## config.mk

```make
export PLATFORM = sky130hd
export DESIGN_NAME = ifu_fetch
export DESIGN_NICKNAME = d
export VERILOG_FILES = /design/src/rtl/ifu_fetch.sv
export SDC_FILE = /design/constraint.sdc
export NUM_CORES = 1
export LEC_CHECK = 0
export CORE_MARGIN = 4
export CORE_UTILIZATION = 57
export CTS_CLUSTER_DIAMETER = 100
export CTS_CLUSTER_SIZE = 30
export DETAILED_ROUTE_END_ITERATION = 10
export PLACE_DENSITY_LB_ADDON = 0.2
export SYNTH_ARGS = -nofsm -noshare
export SYNTH_HDL_FRONTEND = slang
export SYNTH_SLANG_ARGS = --single-unit
```

## constraint.sdc

```tcl
create_clock -name clk -period 8.8 [get_ports clk]
set_input_delay 0.88 -clock clk [delete_from_list [all_inputs] [get_ports clk]]
set_output_delay 0.88 -clock clk [all_outputs]
set_load 0.01 [all_outputs]
```

## src/rtl/ifu_fetch.sv

```systemverilog
// ifu_fetch: PC owner, in-order imem req/gnt+rvalid fetch, buffered inst/instaddr toward IF/ID (optional IFU_STAT_EN counters).
// Latency: first request the cycle after reset release; accepted rvalid reaches inst_valid_o one cycle later.
// Backpressure: hold_i freezes the head; requests stop once outstanding+buffered reaches DEPTH.
`timescale 1ns/1ps

`ifndef INST_NOP
`define INST_NOP 32'h0000_0013
`endif

// ifu_fifo: generic circular FIFO with synchronous flush; head is combinational.
// Latency: push visible at head the cycle after; caller guarantees no push when full or pop when empty.
// Backpressure: none internally, occupancy exposed through count.
module ifu_fifo #(
    parameter int W     = 32,
    parameter int DEPTH = 4,
    parameter int CNT_W = 3
) (
    input  logic             clk,
    input  logic             rstn,
    input  logic             flush,
    input  logic             push_vld,
    input  logic [W-1:0]     push_dat,
    input  logic             pop_rdy,
    output logic [W-1:0]     head_dat,
    output logic [CNT_W-1:0] count
);
    localparam int AW = (DEPTH > 1) ? $clog2(DEPTH) : 1;

    logic [W-1:0]  mem [DEPTH];
    logic [AW-1:0] wr_ptr;
    logic [AW-1:0] rd_ptr;

    always_ff @(posedge clk or negedge rstn) begin
        if (!rstn) begin
            wr_ptr <= '0;
            rd_ptr <= '0;
            count  <= '0;
        end else if (flush) begin
            wr_ptr <= '0;
            rd_ptr <= '0;
            count  <= '0;
        end else begin
            if (push_vld) wr_ptr <= wr_ptr + 1'b1;
            if (pop_rdy)  rd_ptr <= rd_ptr + 1'b1;
            if (push_vld && !pop_rdy)      count <= count + 1'b1;
            else if (!push_vld && pop_rdy) count <= count - 1'b1;
        end
    end

    always_ff @(posedge clk) begin
        if (push_vld && !flush) mem[wr_ptr] <= push_dat;
    end

    assign head_dat = mem[rd_ptr];
endmodule

module ifu_fetch #(
    parameter logic [31:0] RESET_PC = 32'h0000_0000,
    parameter int          DEPTH    = 4,
    parameter int          CNT_W    = 3
) (
    input  logic        clk,
    input  logic        rstn,
    input  logic        jump_en_i,
    input  logic [31:0] jump_addr_i,
    input  logic        hold_i,
    output logic        imem_req_o,
    output logic [31:0] imem_addr_o,
    input  logic        imem_gnt_i,
    input  logic        imem_rvalid_i,
    input  logic [31:0] imem_rdata_i,
    output logic [31:0] inst_o,
    output logic [31:0] instaddr_o,
    output logic        inst_valid_o,
    output logic        lden_o
`ifdef IFU_STAT_EN
    ,
    output logic [31:0] fetch_cnt_o,
    output logic [31:0] bubble_cnt_o
`endif
);
    localparam logic [CNT_W:0] DEPTH_C = (CNT_W+1)'(DEPTH);

    logic [31:0]      pc;
    logic             started;
    logic [CNT_W-1:0] outstanding;
    logic [CNT_W-1:0] discard;
    logic [CNT_W-1:0] inst_cnt;
    logic [CNT_W:0]   credit_used;
    logic [31:0]      rsp_addr;
    logic [63:0]      head_dat;
    logic             gnt_acc;
    logic             push_vld;
    logic             pop_rdy;
    logic             unused_jump_lsb;

    assign unused_jump_lsb = ^jump_addr_i[1:0];

    // Outstanding count doubles as the issued-address queue occupancy: one entry per grant, one retired per rvalid.
    assign credit_used = {1'b0, outstanding} + {1'b0, inst_cnt};
    assign imem_req_o  = started && (credit_used < DEPTH_C) && !jump_en_i;
    assign imem_addr_o = pc;
    assign gnt_acc     = imem_req_o && imem_gnt_i;

    assign inst_valid_o = (inst_cnt != '0);
    assign push_vld     = imem_rvalid_i && (discard == '0) && !jump_en_i;
    assign pop_rdy      = inst_valid_o && !hold_i && !jump_en_i;
    assign lden_o       = !hold_i;

    assign inst_o     = inst_valid_o ? head_dat[31:0]  : `INST_NOP;
    assign instaddr_o = inst_valid_o ? head_dat[63:32] : 32'h0;

    always_ff @(posedge clk or negedge rstn) begin
        if (!rstn) begin
            pc      <= RESET_PC;
            started <= 1'b0;
            discard <= '0;
        end else begin
            started <= 1'b1;
            if (jump_en_i)    pc <= {jump_addr_i[31:2], 2'b00};
            else if (gnt_acc) pc <= pc + 32'd4;
            // Everything still in flight at a redirect belongs to the old stream, except a response retiring now.
            if (jump_en_i)
                discard <= outstanding - {{(CNT_W-1){1'b0}}, imem_rvalid_i};
            else if (imem_rvalid_i && (discard != '0))
                discard <= discard - 1'b1;
        end
    end

    ifu_fifo #(.W(32), .DEPTH(DEPTH), .CNT_W(CNT_W)) u_addr_q (
        .clk      (clk),
        .rstn     (rstn),
        .flush    (1'b0),
        .push_vld (gnt_acc),
        .push_dat (pc),
        .pop_rdy  (imem_rvalid_i),
        .head_dat (rsp_addr),
        .count    (outstanding)
    );

    ifu_fifo #(.W(64), .DEPTH(DEPTH), .CNT_W(CNT_W)) u_inst_q (
        .clk      (clk),
        .rstn     (rstn),
        .flush    (jump_en_i),
        .push_vld (push_vld),
        .push_dat ({rsp_addr, imem_rdata_i}),
        .pop_rdy  (pop_rdy),
        .head_dat (head_dat),
        .count    (inst_cnt)
    );

`ifdef IFU_STAT_EN
    always_ff @(posedge clk or negedge rstn) begin
        if (!rstn) begin
            fetch_cnt_o  <= 32'h0;
            bubble_cnt_o <= 32'h0;
        end else begin
            if (pop_rdy)                  fetch_cnt_o  <= fetch_cnt_o + 32'd1;
            if (!inst_valid_o && !hold_i) bubble_cnt_o <= bubble_cnt_o + 32'd1;
        end
    end
`endif
endmodule

```

==> impl_metrics.tcl <==
set metrics [dict create \
    end_kind "register" \
    die_area_um2 32000 \
    final_nets 1122 \
    ff2ff_setup_slack_ps 4800 \
    num_rows 62 \
    gr-total-overflow 0 \
    ys_seq_area_share_pct 73.7 \
    hp-class "primary input to asynchronous set/reset pin" \
    power.leakage_nw 6.17 \
    path_cells "clkdlybuf4s50_1 -> buf_4 -> clkinv_1 -> nand4_1 -> inv_2 -> ha_1 -> inv_1 -> fa_1 -> mux2_2" \
    path_max_fanout 50 \
    drt_first_pass_iters 5 \
    dpl.hpwl_mm 18.2 \
    start_util_pct 57.8 \
    routedWlPerCell_um 21.3 \
    dp_worst_setup_slack_ps 3810 \
    tns_ps 0 \
    worstSetupPathType "primary input to register" \
    grt_pass1_wl_mm 48.1 \
    r2r-end "u_addr_q.count[2]" \
    dieHeight_um 179 \
    cp_data_required_time_ps 9220 \
    h-tree-depth 1 \
    syn_avg_cell_area_um2 18.8 \
    initialDrtViolationCount 617 \
    finalHoldViolCount 0 \
    drc 0 \
    period_needed_ps 4470 \
    status "finished clean" \
    cpLargestDelayFamily "buffers and inverters" \
    syn2layout_area_growth_pct 15.1 \
    cts.clk_slew.worst_paths_ps 110 \
    worstRegToRegCells 10 \
    postRouteAntennaNets 0 \
    reg2reg_from "u_inst_q.count[2]" \
    dpl-instance-area_um2 18600 \
    grtUsageTotal_pct 19.5 \
    root_buffer "clkbuf_16" \
    max_freq_ghz 0.223 \
    synth_edf_count 368 \
    relSlewSlack_pct 32.5 \
    hold_buffers 0 \
    die_w_um 179 \
    core_um2 28800 \
    crit_cells 9 \
    viasPerCell 5.84 \
    via_count 8336 \
    yosysUniqueCellTypes 50 \
    cts.repair.resized 0 \
    cts.sinks 416 \
    antenna_found_initial 0 \
    pin_count 169 \
    ys_async_sr_fraction_pct 11.5 \
    synth_seq_cells 416 \
    report.final.slew_viol_count 0 \
    worst_setup_path_start_kind "primary input" \
    wl_mm 30.4 \
    antenna_cells 0 \
    fin_skew_ps 28.9 \
    drv_cap 0 \
    fillers 1939 \
    cpPeakStageDelay_ps 850 \
    cts_max_path_buffers 3 \
    cts_tree "yes" \
    routabilityCongestion 0.816 \
    rsz0062_at_grt "false" \
    setup_viol 0 \
    powerDensity_nw_per_um2 244 \
    slowest_stage "nand4_1" \
    cts_setup_buffers 0 \
    critPathBufInv 5 \
    cts_buffers 17 \
    finalCritPeriodShare_pct 50.8 \
    synthCells 883 \
    grt_pass1_vias 8567 \
    clkLatencyLatePin_ps 520 \
    grt_start_max_net_pins 63 \
    final_cell_area_um2 19100 \
    cp.arrival_ps 4890 \
    setup_ws_ps 4330 \
    yosysWarnings 0 \
    whs_ps 436 \
    ir_worst_vdd_v 0.000122 \
    drive_above_1_share_pct 14.4 \
    synthesis.area_um2 16600 \
    tightest_slew_ps 1010 \
    synthFlopType "edfxtp_1" \
    io_buffers 162 \
]
==> routing by layer <==
metal / wire length, µm / global-route usage (%)
met3: 1890 / 2.68
met2: 15000 / 32.6
met5: 0 / 0
met4: 302 / 2.97
met1: 13300 / 28.7
==> cells in the mapped netlist, types with 2 or more instances <==
library cell / number / area, µm²
nor3_1: 6 / 30.0
o31a_1: 2 / 17.5
conb_1: 2 / 7.51
fa_1: 2 / 40.0
nand4_4: 2 / 42.5
or2_2: 4 / 25.0
nand2b_1: 2 / 12.5
dfrtp_1: 48 / 1200
nor4_1: 3 / 18.8
inv_1: 20 / 75.1
ha_1: 16 / 200
xnor2_1: 12 / 105
o21ai_0: 19 / 95.1
nand4_1: 12 / 75.1
nand3b_1: 3 / 22.5
and2_1: 72 / 450
nand2_1: 38 / 143
mux4_2: 92 / 2070
nor2_1: 21 / 78.8
or4_1: 2 / 15.0
nor2_2: 2 / 12.5
a21oi_1: 5 / 25.0
and3_1: 4 / 25.0
xor2_1: 12 / 105
a31oi_1: 8 / 50.1
nand3_1: 27 / 135
edfxtp_1: 368 / 11100
buf_4: 4 / 30.0
or3_1: 4 / 25.0
mux2_2: 2 / 22.5
mux2i_1: 5 / 50.1
o211ai_1: 9 / 67.6
a31o_2: 2 / 17.5
buf_2: 14 / 70.1
clkbuf_1: 21 / 78.8
buf_1: 4 / 15.0
==> area by class of cell <==
class | instances | area [µm²] | share of cell area, %
clock buffer | 29 | 492 | 2.57
timing repair buffer | 172 | 1690 | 8.84
multi-input combinational | 405 | 4130 | 21.6
inverter | 22 | 82.6 | 0.431
sequential | 416 | 12300 | 64.1
tap | 384 | 480 | 2.51
==> power by group <==
group	internal, mW	total (mW)	switching, mW
Clock	0.389	0.928	0.539
Combinational	0.659	1.24	0.580
Sequential	2.37	2.51	0.143
==> flip-flops by register name, indices dropped and copies added, names as in the netlist <==
register	count
u_inst_q.mem	248
u_addr_q.mem	120
imem_addr_o	30
discard	3
u_addr_q.count	3
u_inst_q.count	3
u_addr_q.rd_ptr	2
u_addr_q.wr_ptr	2
u_inst_q.rd_ptr	2
u_inst_q.wr_ptr	2
started	1
==> worst max path at each step <==
| stage | slack [ps] | from | end |
|---|---|---|---|
| finish | 4330 | jump_en_i | u_addr_q.count[1] |
| detailed placement | 3810 | jump_en_i | u_addr_q.count[1] |
| global placement | 3830 | jump_en_i | u_addr_q.count[1] |
| floorplan | 5270 | imem_rvalid_i | u_inst_q.mem[0][0] |
| global route | 4100 | jump_en_i | u_addr_q.count[1] |
| CTS | 4350 | jump_en_i | u_addr_q.count[1] |
==> kinds of logic after synthesis <==
logic type / count (synthesis) / share of synthesized area [%]
other: 2 / 0.0451
and+or+nand+nor: 207 / 7.06
buffers and inverters: 65 / 1.66
muxes: 99 / 12.9
adders and majority gates: 18 / 1.44
DFF: 416 / 73.7
xor gates and xnor gates: 24 / 1.26
AOI/OAI and AO/OA: 52 / 1.99
==> metrics by stage <==
step / std cells / utilization [%] / power, mW
floorplan: 886 / - / 3.26
global placement: 1399 / 64.8 / 3.79
detailed placement: 1399 / 64.8 / 3.82
CTS: 1428 / 66.5 / 4.74
global route: 1428 / 66.5 / 4.93
finish: 1428 / 66.5 / 4.68
==> cell usage in the layout (no fill, tap or decap), types with 3 or more instances in the layout <==
cell type	n
clkbuf_16	18
dfrtp_1	44
and3_1	4
and2_1	64
a31oi_1	8
a21oi_1	5
clkbuf_1	11
o21ai_0	19
and2_2	4
buf_4	10
nor4_1	3
ha_1	16
edfxtp_1	368
xor2_1	12
nand3_1	27
mux2i_1	5
nand3b_1	3
clkdlybuf4s50_1	161
mux4_2	92
and2_4	4
or3_1	4
o211ai_1	9
nor3_1	6
nand4_1	12
inv_1	19
nor2_1	21
conb_1	5
dfrtp_2	3
nand2_1	38
or2_2	4
xnor2_1	12
(Power assumes the default switching activity.)
